<file path="src/rtl/ipif_tbl_arbiter_pkg.sv">
// Shared definitions for the table-RAM arbiter: host-side FSM states and
// the address-width helper used to size the table ports.
package ipif_tbl_arbiter_pkg;

  // Host access sequencing. H_GAP swallows one cycle after an ack so a
  // level request that drops late is not serviced twice.
  typedef enum logic [2:0] {
    ST_IDLE,
    ST_H_WRACK,
    ST_H_RD,
    ST_H_RDACK,
    ST_H_GAP
  } arb_state_e;

  // max(1, ceil(log2(n))): a one-row table still needs a 1-bit address.
  function automatic int unsigned tbl_clog2(input int unsigned n);
    int unsigned r;
    r = 0;
    while ((64'd1 << r) < 64'(n)) r++;
    return (r == 0) ? 1 : r;
  endfunction

endpackage

</file>
<file path="src/rtl/ipif_tbl_arbiter.sv">
// Arbiter sharing one single-port synchronous table RAM between the host
// register path (tbl_* handshake) and a datapath lookup requester.
// Lookups win by default and may issue every cycle; a starvation counter
// forces the host in after MAX_STARVE consecutive lookup wins.
// Ports:
//   Bus2IP_Clk / Bus2IP_Resetn : clock, asynchronous active-low reset
//   tbl_rd_*  : host read request/ack, registered read data
//   tbl_wr_*  : host write request/ack and data
//   lu_*      : lookup request, combinational grant, data valid 1 cycle later
//   mem_*     : external RAM port (1-cycle read latency)
//   stat_host_stall : saturating count of host-denied cycles
module ipif_tbl_arbiter
  import ipif_tbl_arbiter_pkg::*;
#(
  parameter int unsigned C_S_AXI_DATA_WIDTH = 32,
  parameter int unsigned TBL_NUM_COLS       = 4,
  parameter int unsigned TBL_NUM_ROWS       = 4,
  parameter int unsigned MAX_STARVE         = 4,
  localparam int unsigned TBL_DW = TBL_NUM_COLS * C_S_AXI_DATA_WIDTH,
  localparam int unsigned TBL_AW = tbl_clog2(TBL_NUM_ROWS)
) (
  input  logic              Bus2IP_Clk,
  input  logic              Bus2IP_Resetn,
  input  logic              tbl_rd_req,
  input  logic [TBL_AW-1:0] tbl_rd_addr,
  output logic              tbl_rd_ack,
  output logic [TBL_DW-1:0] tbl_rd_data,
  input  logic              tbl_wr_req,
  input  logic [TBL_AW-1:0] tbl_wr_addr,
  input  logic [TBL_DW-1:0] tbl_wr_data,
  output logic              tbl_wr_ack,
  input  logic              lu_req,
  input  logic [TBL_AW-1:0] lu_addr,
  output logic              lu_gnt,
  output logic              lu_rd_valid,
  output logic [TBL_DW-1:0] lu_rd_data,
  output logic              mem_en,
  output logic              mem_we,
  output logic [TBL_AW-1:0] mem_addr,
  output logic [TBL_DW-1:0] mem_wdata,
  input  logic [TBL_DW-1:0] mem_rdata,
  output logic [15:0]       stat_host_stall
);

  localparam int unsigned STARVE_W = tbl_clog2(MAX_STARVE + 1);

  arb_state_e          state_q, state_d;
  logic [STARVE_W-1:0] starve_q, starve_d;
  logic [15:0]         stall_q, stall_d;
  logic [TBL_DW-1:0]   rd_data_q, rd_data_d;
  logic                lu_vld_q, lu_vld_d;

  logic host_pend, host_win, host_wr_win, host_rd_win, lu_win, starve_full;

  // Arbitration. Combinational outputs are also held inactive while reset
  // is asserted so every output shows its reset value immediately.
  always_comb begin
    starve_full = (starve_q == STARVE_W'(MAX_STARVE));
    host_pend   = Bus2IP_Resetn & (tbl_wr_req | tbl_rd_req) & (state_q == ST_IDLE);
    host_win    = host_pend & (~lu_req | starve_full);
    host_wr_win = host_win & tbl_wr_req;
    host_rd_win = host_win & ~tbl_wr_req;
    lu_win      = Bus2IP_Resetn & lu_req & ~host_win;
  end

  // RAM port driven straight from the winner; one access per cycle.
  always_comb begin
    mem_en    = host_win | lu_win;
    mem_we    = host_wr_win;
    mem_wdata = tbl_wr_data;
    if (host_win) mem_addr = tbl_wr_req ? tbl_wr_addr : tbl_rd_addr;
    else          mem_addr = lu_addr;
  end

  // State register and datapath flops.
  always_ff @(posedge Bus2IP_Clk or negedge Bus2IP_Resetn) begin
    if (!Bus2IP_Resetn) begin
      state_q   <= ST_IDLE;
      starve_q  <= '0;
      stall_q   <= '0;
      rd_data_q <= '0;
      lu_vld_q  <= 1'b0;
    end else begin
      state_q   <= state_d;
      starve_q  <= starve_d;
      stall_q   <= stall_d;
      rd_data_q <= rd_data_d;
      lu_vld_q  <= lu_vld_d;
    end
  end

  // Next-state logic.
  always_comb begin
    state_d = state_q;
    unique case (state_q)
      ST_IDLE: begin
        if (host_wr_win)      state_d = ST_H_WRACK;
        else if (host_rd_win) state_d = ST_H_RD;
      end
      ST_H_WRACK: state_d = ST_H_GAP;
      ST_H_RD:    state_d = ST_H_RDACK;
      ST_H_RDACK: state_d = ST_H_GAP;
      ST_H_GAP:   state_d = ST_IDLE;
      default:    state_d = ST_IDLE;
    endcase
  end

  // Counters, read capture and lookup valid.
  always_comb begin
    // A lookup win while the host waits extends the starvation run;
    // anything else (host win or no host pending) ends it.
    starve_d = '0;
    stall_d  = stall_q;
    if (host_pend & lu_win) begin
      starve_d = starve_full ? starve_q : starve_q + STARVE_W'(1);
      if (stall_q != '1) stall_d = stall_q + 16'd1;
    end
    // mem_rdata in H_RD belongs to the host read issued the cycle before.
    rd_data_d = (state_q == ST_H_RD) ? mem_rdata : rd_data_q;
    lu_vld_d  = lu_win;
  end

  // Output decode.
  always_comb begin
    tbl_wr_ack      = (state_q == ST_H_WRACK);
    tbl_rd_ack      = (state_q == ST_H_RDACK);
    tbl_rd_data     = rd_data_q;
    lu_gnt          = lu_win;
    lu_rd_valid     = lu_vld_q;
    lu_rd_data      = mem_rdata;
    stat_host_stall = stall_q;
  end

endmodule

</file>
<file path="config.mk">
export PLATFORM = sky130hd
export DESIGN_NAME = ipif_tbl_arbiter
export DESIGN_NICKNAME = d
export VERILOG_FILES = /design/src/rtl/ipif_tbl_arbiter_pkg.sv /design/src/rtl/ipif_tbl_arbiter.sv
export SDC_FILE = /design/constraint.sdc
export NUM_CORES = 1
export LEC_CHECK = 0
export ABC_AREA = 1
export BUFFER_PORTS_ARGS = -buffer_cell sky130_fd_sc_hd__buf_2
export CORE_AREA = 4 4 263 265
export CTS_CLUSTER_SIZE = 25
export DETAILED_ROUTE_END_ITERATION = 8
export DIE_AREA = 0 0 267 269
export PLACE_DENSITY_LB_ADDON = 0.08
export SLEW_MARGIN = 40
export SYNTH_ARGS = -nofsm -noshare
export SYNTH_HDL_FRONTEND = slang
export SYNTH_SLANG_ARGS = --single-unit
</file>
<file path="constraint.sdc">
create_clock -name Bus2IP_Clk -period 3.8 [get_ports Bus2IP_Clk]
set_input_delay 0.38 -clock Bus2IP_Clk [delete_from_list [all_inputs] [get_ports Bus2IP_Clk]]
set_output_delay 0.38 -clock Bus2IP_Clk [all_outputs]
set_load 0.02 [all_outputs]
</file>
==> metrics, run 1 <==
final wirelength=26900 um; RR Startpoint=state_q[2]; Leakage Power=0.00478 uW; first-pass GRT wire length=37400 um; Via density=3.01; vias in the first global route=5590; maximum vdd drop=0.000271 V; Max clock buf depth=2; vias after detailed routing=approximately 5300; Mapped Cells=724; Post-synth ARST share=100%; Int Pwr=4810 uW; Net Sw Frac=40.1%; Post-synth EDFFs=0; clk sinks=151; PortBufs=418; startpoint types=input port; initial antenna violation count=0; TritonCTS buffer count=17; WHS Endpoint=tbl_rd_data[47]; DR WL/cell=15.1 um; Global Route Usage Sum=7.21%; Syn Nets=994; H-tree depth=4; HP Class=input port to flip-flop; pin count of the biggest net entering global routing=95; Hold Crit Depth=2; final core utilization=14.9%; FP Rows=95; post-route setup TNS=0 ns; I/O pin cnt=675; clock input transition at the sequential cells of the worst setup and hold paths=0.07 ns; chip width=267 um; Final Hold Fails=0; skew final=0.0212 ns; register area share after synthesis=46.2%; GP Congestion=around 0.66; Remaining DRCs=0; max-cap violations=0; YS warnings=0; TritonCTS clock tree=yes; Netlist cell types=25; die area=71800 um^2; Yosys reg bits=between 150 and 200; core outline area=66800 um^2; Logic pwr share=44.1%; fmax=around 340 MHz; antenna viol nets, final=0; Seq pwr share=33.5%; Final Setup Violations=0; total overflow reported by the global router=0; multi-input combinational cell area=2240 um^2; Main synth FF type=dfrtp_1; antenna cells=0; Initial Utilization=between 10 and 15%; Setup crit end kind=output pin; Hold Crit Start=mem_rdata[47]; most frequent cells in the layout=buf_2 (417), dfrtp_1 (151), mux2_2 (128), nand2_1 (72), nor2_1 (19); post-cts sizing count=0; post-layout min period=2.95 ns; layout cell share with drive strength beyond 1=66.0%; syn_area_per_cell=between 10 and 15 um^2; RR Endpoint=stat_host_stall[0]; post-detail-place hpwl=between 20000 and 25000 um; die span in y=269 um; R2R depth=7; 1st-iter DRT viols=approximately 150; CP arrival=2.57 ns; pwr dens=slightly above 800 nW/um^2; clock share of power=22.4%; Area growth, synth to finish=21.6%; Detailed Routing Iterations Pass 1=4; commonest non-fill, non-tap cell in the layout=buf_2; slew margin rel.=54.3%; Final period util=between 70% and 80%; Synth Cell Area=~8000 um^2; Nets=1163; Worst-Skew Late Latency=roughly 0.47 ns; RSZ-0062 raised after global routing=no; worst-margin pin slew=0.685 ns; worst reg-to-reg setup slack=1.67 ns; Crit Path Class=input port to output pin; CP required=3.42 ns; Slew Viols, Final=0; status=finished clean; Reg area=3780 um^2; Root Driver=clkbuf_16; Worst Path Max Fanout=34; Fill cells=7593; switching power=3220 uW
synthesized netlist by cell type (3+ instances only):
library cell | n | area [um^2]
nand4_1 | 5 | 31.3
nand2_2 | 6 | 37.5
nand3_1 | 9 | 45.0
inv_1 | 17 | 63.8
xor2_1 | 5 | 43.8
nor2_1 | 19 | 71.3
xnor2_1 | 3 | 26.3
o21ai_0 | 9 | 45.0
dfrtp_1 | 151 | 3780
nor2_4 | 4 | 45.0
nand2_1 | 72 | 270
ha_1 | 3 | 37.5
o21ai_1 | 9 | 45.0
buf_4 | 257 | 1930
buf_6 | 16 | 180
mux2_2 | 128 | 1440
per-layer routing:
layer  part of all wire [%]  up-vias  global-route usage, %
li1                       -     2439                      -
met1                     39     2537                   7.93
met2                     49      335                   11.5
met3                     10       35                   3.92
met4                    2.0        2                   3.04
met5                   0.21        -                  0.593
flip-flops by register name, summed over array words and instances, names as in the netlist:
name and cells:
state_q 3, lu_rd_valid 1, starve_q 3, tbl_rd_data 128, stat_host_stall 16
what timing repair did:
action,in CTS,in global routing
hold buffers,1,0
buffers inserted,0,0
endpoints found under the hold margin,31,0
cell families after synthesis:
group	synth area share, %
buffers and inverters	26.6
flip-flops	46.2
multiplexers	17.6
AND/OR/NAND/NOR	6.99
AO/OA/AOI/OAI	1.30
XOR/XNOR	0.856
adder cells (fa/ha/maj)	0.459
critical path: stages:
cell and delay (ns):
dlygate4sd3_1 0.64, buf_6 0.34, o21ai_0 0.20, nor2_2 0.15, nand2_1 0.16, nor2_1 0.27, nand2_1 0.08, nand3_1 0.12
buf_2 0.18
per-stage QoR:
step                cell area [um^2]  setup WS (ns)  cells  power, uW  hold WS, ns
floorplan                       8180           1.94    724       5310       0.0844
detailed placement              9330           1.30   1745       6350        0.334
finish                          9950          0.852   1779       8030        0.142
global route                    9950          0.615   1779       8580       0.0970
CTS                             9930          0.743   1778       8270       0.0709
global placement                9330           1.36   1745       6390        0.335
power by group through the flow:
stage                     Sequential [uW]  Clock [uW]  Combinational [uW]
final                                2690        1800                3540
after CTS                            2700        1940                3630
after detailed placement             2730           0                3630
after global routing                 2800        1980                3800
after global placement               2730           0                3660
after floorplan                      3630           0                1680
area by class of cell:
type                    count  share of cell area [%]
clock inverters            13                    1.45
flip-flops and latches    151                    38.0
repair buffers            424                    22.0
inverters                  17                   0.641
multi-input cells         282                    22.5
clock buffers              19                    4.45
well taps                 873                    11.0
worst max path at each step:
stage	start	endpoint	slack (ns)	cells past startpoint
floorplan	state_q[2]	mem_addr[0]	1.94	7
global placement	Bus2IP_Resetn	stat_host_stall[10]	1.36	7
detailed placement	Bus2IP_Resetn	stat_host_stall[0]	1.30	7
CTS	Bus2IP_Resetn	mem_addr[1]	0.74	9
global route	Bus2IP_Resetn	mem_addr[0]	0.62	9
finish	Bus2IP_Resetn	mem_addr[1]	0.85	9
(Power assumes the default switching activity.)
==> run 2: changes to the inputs <==
==> constraint.sdc (replaced) <==
create_clock -name Bus2IP_Clk -period 2.6 [get_ports Bus2IP_Clk]
set_input_delay 0.26 -clock Bus2IP_Clk [delete_from_list [all_inputs] [get_ports Bus2IP_Clk]]
set_output_delay 0.26 -clock Bus2IP_Clk [all_outputs]
set_load 0.02 [all_outputs]
==> run 2 against run 1 <==
Net effect: combinational power grew 49%; final cell count grew 5.1%; via count grew 6.6%; non-clock buffer count grew 92; sequential power grew 46%; largest cell class unchanged; largest power group unchanged.
==> metrics, run 2 (synthesis gave the netlist of run 1 again) <==
post-layout min period=roughly 2.4 ns; Root Driver=clkbuf_16; final core utilization=16.2%; skew final=0.0182 ns; Detailed Routing Iterations Pass 1=4; worst-margin pin slew=0.683 ns; max-cap violations=0; Global Route met1 Usage=8.03%; clock share of power=20.9%; Final period util=between 90 and 100%; antenna viol nets, final=0; Final Setup Violations=0; fmax=416 MHz; Area growth, synth to finish=32.2%; # placed instances=1750; FP Rows=95; status=finished clean; initial antenna violation count=1; Hold Crit Start=mem_rdata[5]; slew margin rel.=54.4%; post-detail-place hpwl=20300 um; switching power=4670 uW; clock input transition at the sequential cells of the worst setup and hold paths=0.07 ns; final wirelength=between 20000 and 30000 um; Critical Path Start=Bus2IP_Resetn; worst reg-to-reg setup slack=0.77 ns; commonest non-fill, non-tap cell in the layout=buf_2; Slew Viols, Final=0; die area=71800 um^2; worst setup margin=~0.19 ns; vias after detailed routing=about 5700; CP arrival=2.15 ns; CP Cell Sequence=dlygate4sd3_1 > buf_6 > o21ai_0 > nor2_2 > nand2_1 > nor2_2 > nand2_1 > nand3_1 > buf_2; pwr dens=1080 nW/um^2; clk sinks=between 150 and 200; Net Sw Frac=around two fifths; Max clock buf depth=2; H-tree depth=4; crit path max-delay cell type=dlygate4sd3_1; maximum vdd drop=0.000468 V; Int Pwr=6970 uW; total overflow reported by the global router=0; Logic pwr share=45.3%; Setup crit end kind=output pin; Post-DP Area=9380 um^2; most frequent cells in the layout=buf_2 (417), dfrtp_1 (151), mux2_2 (128), dlygate4sd3_1 (89), nand2_1 (72); 1st-iter DRT viols=97; CP required=between 2 and 2.5 ns; Nets=1255; Remaining DRCs=0; max reg flops=128; Post-Layout Cell Count=approximately 1900; antenna cells=0; vias in the first global route=5981; TritonCTS buffer count=17; PortBufs=418; Worst-Skew Late Latency=0.48 ns; Post-Place Setup Slack=just under 0.7 ns; met3 global-route usage=about 4.1%; Top Usage Layer GRT=met2; DR WL/cell=roughly 15 um; RSZ-0062 raised after global routing=no; Final Hold Fails=0; Seq pwr share=approximately 34%; Max stage delay on crit path=0.67 ns; met2 Usage GRT=roughly an eighth; pin count of the biggest net entering global routing=103; Worst Path Max Fanout=9; die span in y=269 um; Global Route Usage Sum=7.47%; chip width=approximately 270 um; Via density=approximately 3.0; Initial Utilization=12.3%; TritonCTS clock tree=yes; first-pass GRT wire length=between 30000 and 40000 um; startpoint types=input port; I/O pin cnt=675; core outline area=66800 um^2; RR Startpoint=stat_host_stall[0]; HP Class=input port to flip-flop; GP Congestion=between 0.6 and 0.7; layout cell share with drive strength beyond 1=60.3%; Crit Path Class=input port to output pin; post-route setup TNS=0 ns; Leakage Power=0.00513 uW; Final Cell Area=10800 um^2
-- run 2: final timing paths --
kind | end | cells after the start
min in group asynchronous | state_q[0] | 2
setup / recovery | mem_addr[1] | 9
hold reg to reg | starve_q[0] | 1
hold / removal | tbl_rd_data[5] | 2
max in group asynchronous | tbl_rd_data[75] | 3
setup reg to reg | stat_host_stall[1] | 8
-- run 2: critical path, delay by kind of cell --
family,cells,cell delay [ns]
AO/OA/AOI/OAI,1,0.13
buffers and inverters,3,1.05
AND/OR/NAND/NOR,5,0.69
-- run 2: what timing repair did --
| item | CTS | global route |
|---|---|---|
| endpoints found under the hold margin | 162 | 0 |
| endpoints found under the setup margin | 0 | 2 |
| hold buffers | 89 | 0 |
| resized for setup | 0 | 1 |
| setup buffers | 0 | 0 |
-- run 2: power by group through the flow --
stage,sequential [uW],clock [uW],combinational [uW]
floorplan,5310,0,2460
global placement,3990,0,5380
detailed placement,3980,0,5350
CTS,3950,2630,5450
global route,4090,2720,5700
finish,3930,2440,5270
-- run 2: stage by stage --
stage / hold WS, ns / power [uW]
after CTS: 0.000417 / 12000
after detailed placement: 0.0837 / 9330
after global placement: 0.0814 / 9360
final: 0.0522 / 11600
after global routing: 0.00915 / 12500
after floorplan: -0.0356 / 7760
-- run 2: metal layers --
layer  part of all wire (%)  vias to the layer above
li1                       -                     2613
met1                     39                     2708
met2                     49                      341
met3                     10                       35
met4                    2.4                        2
met5                   0.22                        -
-- run 2: layout make-up --
type / instances / area [um^2]
inverters: 17 / 63.8
clock inverters: 9 / 68.8
fillers: 7521 / 56000
repair buffers: 516 / 3090
clock buffers: 22 / 474
flip-flops and latches: 151 / 3780
multi-input cells: 282 / 2240
well taps: 873 / 1090
